### config.mk
export PLATFORM = sky130hd
export DESIGN_NAME = uart_rx_cfg
export DESIGN_NICKNAME = d
export VERILOG_FILES = /design/src/rtl/uart_pkg.sv /design/src/rtl/uart_baud_tick.sv /design/src/rtl/uart_rx_cfg.sv
export SDC_FILE = /design/constraint.sdc
export NUM_CORES = 1
export LEC_CHECK = 0
export ABC_AREA = 1
export BUFFER_PORTS_ARGS = -buffer_cell sky130_fd_sc_hd__buf_4
export CAP_MARGIN = 30
export CORE_ASPECT_RATIO = 1.5
export CORE_MARGIN = 8
export CORE_UTILIZATION = 60
export CTS_CLUSTER_SIZE = 8
export DETAILED_ROUTE_END_ITERATION = 8
export PLACE_DENSITY = 0.76
export RECOVER_POWER = 100
export SETUP_SLACK_MARGIN = 0.1
export SLEW_MARGIN = 0
export SYNTH_ARGS = -nofsm -noshare
export SYNTH_HDL_FRONTEND = slang
export SYNTH_HIERARCHICAL = 1
export SYNTH_SLANG_ARGS = --single-unit
### constraint.sdc
create_clock -name clk -period 4.25 [get_ports clk]
set_clock_uncertainty 0.05 [all_clocks]
set_input_delay 0.425 -clock clk [delete_from_list [all_inputs] [get_ports clk]]
set_output_delay 0.425 -clock clk [all_outputs]
set_load 0.01 [all_outputs]
### src/rtl/uart_pkg.sv
// Shared types and helpers for the configurable UART receiver.
package uart_pkg;

    typedef enum logic [1:0] {
        PAR_NONE,
        PAR_EVEN,
        PAR_ODD
    } parity_e;

    typedef enum logic [2:0] {
        StIdle,
        StStart,
        StData,
        StParity,
        StStop,
        StBreakWait
    } rx_state_e;

    // Clocks per oversample tick, truncated.
    function automatic int unsigned calc_div(input int unsigned clk_hz,
                                             input int unsigned baud,
                                             input int unsigned os);
        return clk_hz / (baud * os);
    endfunction

endpackage

### src/rtl/uart_baud_tick.sv
// Oversample tick divider; the receiver clears it on a start edge so the sample phase
// is aligned to that edge.
module uart_baud_tick #(
    parameter int unsigned DIV = 1
) (
    input  logic clk,
    input  logic resetn,
    input  logic clear,
    output logic tick
);

    localparam int unsigned CW = (DIV > 1) ? $clog2(DIV) : 1;
    localparam logic [CW-1:0] LAST = CW'(DIV - 1);

    logic [CW-1:0] cnt_q, cnt_d;

    always_comb begin
        cnt_d = cnt_q;
        tick  = 1'b0;
        if (clear) begin
            cnt_d = '0;
        end else if (cnt_q == LAST) begin
            cnt_d = '0;
            tick  = 1'b1;
        end else begin
            cnt_d = cnt_q + 1'b1;
        end
    end

    always_ff @(posedge clk) begin
        if (!resetn) begin
            cnt_q <= '0;
        end else begin
            cnt_q <= cnt_d;
        end
    end

endmodule

### src/rtl/uart_rx_cfg.sv
// Configurable UART receiver: oversampled majority-vote bit decisions, parity and stop checks,
// break detection and a valid/ready character output.
module uart_rx_cfg
    import uart_pkg::*;
#(
    parameter int unsigned CLK_HZ     = 50_000_000,
    parameter int unsigned BAUD       = 115_200,
    parameter int unsigned OVERSAMPLE = 16,
    parameter int unsigned DATA_BITS  = 8,
    parameter parity_e     PARITY     = PAR_NONE,
    parameter int unsigned STOP_BITS  = 1
) (
    input  logic                 clk,
    input  logic                 resetn,
    input  logic                 uart_rxd,
    input  logic                 uart_rx_en,
    output logic [DATA_BITS-1:0] m_data,
    output logic                 m_valid,
    input  logic                 m_ready,
    output logic                 uart_rx_break,
    output logic                 err_frame,
    output logic                 err_parity,
    output logic                 err_overrun
);

    localparam int unsigned DIV = calc_div(CLK_HZ, BAUD, OVERSAMPLE);
    localparam int unsigned SW  = $clog2(OVERSAMPLE);

    localparam logic [SW-1:0] S_LO      = SW'(OVERSAMPLE / 2 - 1);
    localparam logic [SW-1:0] S_MID     = SW'(OVERSAMPLE / 2);
    localparam logic [SW-1:0] S_HI      = SW'(OVERSAMPLE / 2 + 1);
    localparam logic [SW-1:0] S_END     = SW'(OVERSAMPLE - 1);
    localparam logic [3:0]    LAST_BIT  = 4'(DATA_BITS - 1);
    localparam logic          LAST_STOP = 1'(STOP_BITS - 1);

    if (DATA_BITS < 5 || DATA_BITS > 9) begin : g_bad_data_bits
        $error("uart_rx_cfg: DATA_BITS must be in 5..9");
    end
    if (STOP_BITS < 1 || STOP_BITS > 2) begin : g_bad_stop_bits
        $error("uart_rx_cfg: STOP_BITS must be 1 or 2");
    end
    if (DIV == 0) begin : g_bad_div
        $error("uart_rx_cfg: CLK_HZ too low for BAUD * OVERSAMPLE");
    end
    if (OVERSAMPLE < 8) begin : g_bad_os
        $error("uart_rx_cfg: OVERSAMPLE must be at least 8");
    end

    logic [1:0] sync_q;
    logic       rxd_s;

    rx_state_e            state_q, state_d;
    logic [SW-1:0]        scnt_q, scnt_d;
    logic [1:0]           vote_q, vote_d;
    logic [3:0]           bitcnt_q, bitcnt_d;
    logic [DATA_BITS-1:0] shreg_q, shreg_d;
    logic                 par_q, par_d;
    logic                 stop_idx_q, stop_idx_d;
    logic                 stop_ok_q, stop_ok_d;
    logic                 stop_first_q, stop_first_d;

    logic [DATA_BITS-1:0] m_data_q, m_data_d;
    logic                 m_valid_q, m_valid_d;
    logic                 brk_q, brk_d;
    logic                 ferr_q, ferr_d;
    logic                 perr_q, perr_d;
    logic                 ovr_q, ovr_d;

    logic tick, tick_clear;
    logic decide, bit_end, maj;
    logic frame_done;
    logic first_stop, stops_ok, exp_par, par_bad, is_break;

    assign rxd_s = sync_q[1];

    uart_baud_tick #(
        .DIV (DIV)
    ) u_tick (
        .clk    (clk),
        .resetn (resetn),
        .clear  (tick_clear),
        .tick   (tick)
    );

    assign decide  = tick && (scnt_q == S_HI);
    assign bit_end = tick && (scnt_q == S_END);
    assign maj     = (vote_q[0] & vote_q[1]) | (vote_q[0] & rxd_s) | (vote_q[1] & rxd_s);

    // Frame verdict terms; the current majority stands in for a stop bit decided this cycle.
    assign first_stop = (stop_idx_q == 1'b0) ? maj : stop_first_q;
    assign stops_ok   = stop_ok_q & maj;
    assign exp_par    = (PARITY == PAR_ODD) ? ~(^shreg_q) : ^shreg_q;
    assign par_bad    = (PARITY != PAR_NONE) && (par_q != exp_par);
    assign is_break   = (shreg_q == '0) && ((PARITY == PAR_NONE) || !par_q) && !first_stop;

    always_comb begin
        state_d      = state_q;
        scnt_d       = scnt_q;
        vote_d       = vote_q;
        bitcnt_d     = bitcnt_q;
        shreg_d      = shreg_q;
        par_d        = par_q;
        stop_idx_d   = stop_idx_q;
        stop_ok_d    = stop_ok_q;
        stop_first_d = stop_first_q;
        tick_clear   = 1'b0;
        frame_done   = 1'b0;

        if (tick) begin
            if (scnt_q == S_LO)  vote_d[0] = rxd_s;
            if (scnt_q == S_MID) vote_d[1] = rxd_s;
            scnt_d = bit_end ? '0 : scnt_q + 1'b1;
        end

        unique case (state_q)
            StIdle: begin
                scnt_d = '0;
                if (uart_rx_en && !rxd_s) begin
                    state_d    = StStart;
                    tick_clear = 1'b1;
                end
            end
            StStart: begin
                if (decide && maj) begin
                    state_d = StIdle;
                    scnt_d  = '0;
                end else if (bit_end) begin
                    state_d    = StData;
                    bitcnt_d   = '0;
                    stop_idx_d = 1'b0;
                    stop_ok_d  = 1'b1;
                end
            end
            StData: begin
                if (decide) shreg_d = {maj, shreg_q[DATA_BITS-1:1]};
                if (bit_end) begin
                    if (bitcnt_q == LAST_BIT) begin
                        state_d = (PARITY == PAR_NONE) ? StStop : StParity;
                    end else begin
                        bitcnt_d = bitcnt_q + 1'b1;
                    end
                end
            end
            StParity: begin
                if (decide) par_d = maj;
                if (bit_end) state_d = StStop;
            end
            StStop: begin
                // The last stop bit completes at its decision point, not its bit end.
                if (decide) begin
                    stop_ok_d = stop_ok_q & maj;
                    if (stop_idx_q == 1'b0) stop_first_d = maj;
                    if (stop_idx_q == LAST_STOP) begin
                        frame_done = 1'b1;
                        state_d    = StIdle;
                        scnt_d     = '0;
                    end
                end else if (bit_end) begin
                    stop_idx_d = 1'b1;
                end
            end
            StBreakWait: begin
                if (tick) begin
                    if (!rxd_s) begin
                        scnt_d = '0;
                    end else if (bit_end) begin
                        state_d = StIdle;
                    end
                end
            end
            default: state_d = StIdle;
        endcase

        if (!uart_rx_en && (state_q != StIdle)) begin
            state_d    = StIdle;
            scnt_d     = '0;
            frame_done = 1'b0;
        end

        m_data_d  = m_data_q;
        m_valid_d = m_valid_q && !m_ready;
        brk_d     = 1'b0;
        ferr_d    = 1'b0;
        perr_d    = 1'b0;
        ovr_d     = 1'b0;

        if (frame_done) begin
            if (is_break) begin
                brk_d   = 1'b1;
                state_d = StBreakWait;
            end else if (!stops_ok) begin
                ferr_d = 1'b1;
            end else if (par_bad) begin
                perr_d = 1'b1;
            end else if (!m_valid_q || m_ready) begin
                m_data_d  = shreg_q;
                m_valid_d = 1'b1;
            end else begin
                ovr_d = 1'b1;
            end
        end
    end

    always_ff @(posedge clk) begin
        if (!resetn) begin
            sync_q       <= 2'b11;
            state_q      <= StIdle;
            scnt_q       <= '0;
            vote_q       <= '0;
            bitcnt_q     <= '0;
            shreg_q      <= '0;
            par_q        <= 1'b0;
            stop_idx_q   <= 1'b0;
            stop_ok_q    <= 1'b0;
            stop_first_q <= 1'b0;
            m_data_q     <= '0;
            m_valid_q    <= 1'b0;
            brk_q        <= 1'b0;
            ferr_q       <= 1'b0;
            perr_q       <= 1'b0;
            ovr_q        <= 1'b0;
        end else begin
            sync_q       <= {sync_q[0], uart_rxd};
            state_q      <= state_d;
            scnt_q       <= scnt_d;
            vote_q       <= vote_d;
            bitcnt_q     <= bitcnt_d;
            shreg_q      <= shreg_d;
            par_q        <= par_d;
            stop_idx_q   <= stop_idx_d;
            stop_ok_q    <= stop_ok_d;
            stop_first_q <= stop_first_d;
            m_data_q     <= m_data_d;
            m_valid_q    <= m_valid_d;
            brk_q        <= brk_d;
            ferr_q       <= ferr_d;
            perr_q       <= perr_d;
            ovr_q        <= ovr_d;
        end
    end

    assign m_data        = m_data_q;
    assign m_valid       = m_valid_q;
    assign uart_rx_break = brk_q;
    assign err_frame     = ferr_q;
    assign err_parity    = perr_q;
    assign err_overrun   = ovr_q;

endmodule

; Word-level counts from Yosys, hierarchy flattened
; Cells that the tools add are included.
[word_totals]
register_bits = 43
inputBits = 5
output_inout_bits = 13
[classes]
n_addsub = 3
eq_ne = 18
n_mux = 52
bitwise = 10
n_reduce_logical = 31
[ops]
columns = op, n
row1 = two-way mux 4 bit, 11
row2 = two-way mux 3 bit, 14
row3 = two-way mux 1 bit, 22
row4 = one-hot mux 3 bit (6 select lines), 1
row5 = one-hot mux 4 bit (4 select lines), 1
row6 = "!= test 2 bit, second input constant", 7
row7 = "== test 4 bit, second input constant", 3
row8 = AND reduction 2 bit, 5
row9 = AND reduction 5 bit, 2
row10 = "adder 4 x 1 -> 4 bit, second input constant", 2
row11 = "== test 4 x 3 -> 1 bit, second input constant", 2
row12 = logical NOT 8 bit, 1
row13 = one-hot mux 4 bit (2 select lines), 1
row14 = AND reduction 4 bit, 2
row15 = logical AND 1 bit, 7
row16 = "== test 3 x 2 -> 1 bit, second input constant", 2
row17 = "== test 3 bit, second input constant", 2
row18 = OR reduction 3 bit, 2
row19 = "adder 5 x 1 -> 5 bit, second input constant", 1
row20 = "== test 5 bit, second input constant", 1
row21 = logical NOT 1 bit, 5
row22 = AND 1 bit, 4
row23 = inverter 1 bit, 4
row24 = one-hot mux 1 bit (2 select lines), 2
row25 = 8 further kinds, 10

; Longest topological paths before layout
[depth]
depth_word = 13
ltp_mapped = 14
mapped_depth_nobuf = 13

; Cells and area by module
; The synthesis kept the hierarchy.
[by_module_without_submodules]
columns = mod, n_inst, cells_each, area_per_inst_um2
row1 = uart_rx_cfg, 1, 274, 1848.0
row2 = uart_baud_tick, 1, 33, 254.0

; Least setup slack after synthesis
; No wires, ideal clock.
[synth_path]
kind = reg2reg
start = register state_q[1]
end = register m_data_q[7] (netlist: m_data[7])
setup_time_ps = 113
arrival_time_ps = 1663
t_required_ps = 4087
path_slack_ps = 2424
stages_incl_launch_ff = 14
path_buffers = 2
cell_sequence = dfxtp_1 > inv_2 > nand3_1 > nor2_1 > nor3_1 > buf_4 > nand2_2 > nor2_4 > nand2_4 > nor2_4 > nand2_4 > buf_6 > nor2_1 > nor2_1
[synth_via]
elab_chain_cells = 8
word_cells_on_any_way = 11
classes_between = 1 x eq/ne / 5 x mux / 5 x reduce/logical
[synth_rtl]
columns = item, line
row1 = start: declaration, uart_rx_cfg.sv:52  ; rx_state_e state_q, state_d;
row2 = start signal: assignment, uart_rx_cfg.sv:207  ; state_q <= StIdle;
row3 = start signal: assignment, uart_rx_cfg.sv:224  ; state_q <= state_d;
row4 = logical NOT 3 bit, uart_rx_cfg.sv:115  ; unique case (state_q)
row5 = two-way mux 1 bit, uart_rx_cfg.sv:115
row6 = named net tick_clear, uart_rx_cfg.sv:69  ; logic tick, tick_clear;
row7 = two-way mux 1 bit, uart_baud_tick.sv:20  ; if (clear) begin
row8 = named net tick, uart_rx_cfg.sv:69
row9 = logical AND 1 bit, uart_rx_cfg.sv:85  ; assign decide = tick && (scnt_q == S_HI);
row10 = two-way mux 1 bit, uart_rx_cfg.sv:150  ; if (decide) begin
row11 = two-way mux 1 bit, uart_rx_cfg.sv:115
row12 = two-way mux 1 bit, uart_rx_cfg.sv:174  ; if (!uart_rx_en && (state_q != StIdle)) begin
row13 = AND reduction 4 bit (no source line), n/a
row14 = end signal: assignment, uart_rx_cfg.sv:233  ; m_data_q <= m_data_d;
row15 = end: declaration, uart_rx_cfg.sv:62  ; logic [DATA_BITS-1:0] m_data_q, m_data_d;
; The timed path passes the listed nets, and every way through them passes these cells.
; A chain may end at the register's enable or synchronous reset.

; Worst setup path after layout
[layout_path]
start = register state_q[1]
end = register m_data_q[2] (netlist: m_data[2])
; Same word-level chain as after synthesis.

==> metrics.md <==
| Metric | Value |
|---|---|
| Setup bufs post-CTS | 0 |
| Leakage | 1.08 nW |
| Final hold vios | 0 |
| IO Pins | 18 |
| WL met2 | 2240 um |
| Critical path peak fanout | 15 |
| GRT Util Overall | roughly 16% |
| Synthesized area per cell | 6.85 um^2 |
| Syn_nets | 318 |
| VDD IR max | 0.000255 V |
| Final #Nets | 337 |
| WL met3 | between 150 and 200 um |
| Root Driver | clkbuf_8 |
| Synth area leaders | dfxtp_1 41%, nand2_1 14%, nor2_1 9.5%, inv_1 6.6%, o21ai_0 4.3% |
| DP HPWL | 3210 um |
| I/O Buffers | 16 |
| TritonCTS Buffers | 5 |
| Pin count of the biggest net entering global routing | 26 |
| Seq/Total Area, Yosys | 41.0% |
| Distinct cells, synth | 26 |
| CTS Hold Bufs | 0 |
| Clock tree sinks | 43 |
| Routed length per instance | 11.4 um |
| Setup crit end kind | register |
| PostCTS Resize Cnt | 0 |
| Rows | 26 |
| Initial Utilization | 62.1% |
| Worst EP arrival | 3.00 ns |
| H-tree levels | 2 |
| Setup_tns | 0 ns |
| Clk buf depth | 2 |
| Cell Pwr Density | 316 nW/um^2 |
| Vias in the first global route | about 1.7k |
| Final Critical Period | 2.82 ns |
| Setup CP Type | register to register |
| Area growth, synth to finish | 7.14% |
| N_diodes | 0 |
| Synth warn | 6 |
| Final worst slack | 1.43 ns |
| Area share of the largest cell type after synthesis | 41.0% |
| First-pass GRT wire length | 7230 um |
| Cell area after synthesis | 2100 um^2 |
| Worst-Skew Late Latency | 0.30 ns |
| Die Y | a little under 90 um |
| Fin util | 66.6% |
| Post-route ant nets | 0 |
| Total wire length | 4190 um |
| Fmax | roughly 350 MHz |
| Slew Viols, Final | 0 |
| Routed via count | 1844 |
| Overflow after GRT | 0 |
| Worst path required time | 4.43 ns |
| Die area | 5690 um^2 |
| Run status | finished clean |
| Total iterations of the first detailed-routing run | 4 |
| Fin crit share | 66.4% |
| Post-synthesis cell count | 307 |
| DRT met1 WL | 1720 um |
| Hold crit path type | input pin to register |
| Gpl congestion | 0.942 |
| Startpoint Class | register |
| Initial antenna violation count | 0 |
| Flops & latches, synth | 43 |
| Core area | 3380 um^2 |
| Final Setup Violations | 0 |
| Share of cells above drive strength 1 | 7.34% |
| Die W | 64.3 um |
| Maxcap violations | 0 |
| CTS tree | yes |
| Initial DRC count | 100 |
| Clock-pin transition on the worst setup and hold timing paths | 0.08 ns |
| DP Worst Slack | 2.02 ns |
| Biggest area consumer among synthesized cells | dfxtp_1 |
| Slew HR | roughly 30% |
| Reg2Reg Setup Slack | 1.43 ns |
| DRC viols | 0 |
| Worst slew pin tran | 1.06 ns |
| Vias per cell | 5.00 |
| Highest Signal Layer | met4 |
| RSZ-0062 raised after global routing | false |
==> placed cells by master (no fill, tap or decap), drive strengths merged <==
master	count
xor2	1
o21bai	2
buf	3
nand4	7
conb	1
nand2	84
nor2	60
inv	43
nor3b	1
nand3	14
or2	2
clkbuf	22
o21ai	18
a21oi	14
dfxtp	43
ha	6
nor3	3
o211ai	1
xnor2	2
==> where the power goes <==
part	switching (mW)	internal (mW)	leakage, nW
Combinational	0.0146	0.00857	0.685
Sequential	0.00390	0.406	0.347
Clock	0.130	0.148	0.0515
==> critical path, stage by stage (launching register included) <==
cell	delay [ns]
dfxtp_1	0.40
inv_1	0.11
nand3_1	0.12
nor2_1	0.07
nor3_1	0.27
clkbuf_1	0.36
nand2_2	0.07
nor2_1	0.35
nand2_4	0.10
nor2_1	0.18
nand2_1	0.34
nand2_1	0.14
nand2_1	0.06
nor2_1	0.12
==> area by class of cell <==
type	instances	area, um^2
inverters	43	161
repair buffers	17	75.1
well taps	42	52.6
clock buffers	8	100
fillers	332	1130
flip-flops and latches	43	861
multi-input cells	216	1000
==> through the flow <==
step           total power [mW]  instance area [um^2]  hold WS (ns)  std cells
2_1_floorplan             0.437                  2100         0.343        307
3_3_place_gp              0.443                  2230         0.375        360
3_5_place_dp              0.444                  2240         0.378        361
4_1_cts                   0.720                  2340         0.254        369
5_1_grt                   0.736                  2250         0.265        369
6_report                  0.712                  2250         0.259        369
==> registers in the layout, summed over array words and instances, names as in the netlist <==
name and cells:
err_frame 1, uart_rx_break 1, sync_q 2, state_q 3
stop_first_q 1, stop_ok_q 1, shreg_q 8, scnt_q 4
m_data 8, stop_idx_q 1, bitcnt_q 4, m_valid 1
err_overrun 1, u_tick/cnt_q 5, vote_q 2
==> kinds of logic (layout without fill, tap and decap cells) <==
| logic type | after synthesis | after routing | share of synthesized area [%] |
|---|---|---|---|
| other | 1 | 1 | 0.178 |
| adder cells (fa/ha/maj) | 6 | 6 | 3.57 |
| buffers and inverters | 48 | 68 | 9.64 |
| flip-flops | 43 | 43 | 41.0 |
| XOR/XNOR | 3 | 3 | 1.25 |
| AO/OA/AOI/OAI | 35 | 35 | 8.87 |
| AND/OR/NAND/NOR | 171 | 171 | 35.5 |
==> layer usage <==
layer	GRT usage, %	vias to the layer above
met5	0	-
met1	14.3	825
met2	31.6	28
met4	6.18	0
li1	-	986
met3	4.06	5
==> synthesized netlist by cell type, drive strengths merged <==
cell    count
nand2      84
nor2       60
dfxtp      43
inv        43
o21ai      18
a21oi      14
nand3      14
nand4       7
ha          6
buf         4
nor3        3
o21bai      2
or2         2
xnor2       2
clkbuf      1
conb        1
nor3b       1
o211ai      1
xor2        1
==> final timing paths <==
check	from	endpoint	depth (start not counted)
setup / recovery	state_q[1]	m_data[2]	13
hold / removal	uart_rxd	sync_q[0]	2
setup reg to reg	state_q[1]	m_data[2]	13
hold reg to reg	stop_ok_q	stop_ok_q	2
Note: power is estimated with default switching activity, not from simulation.
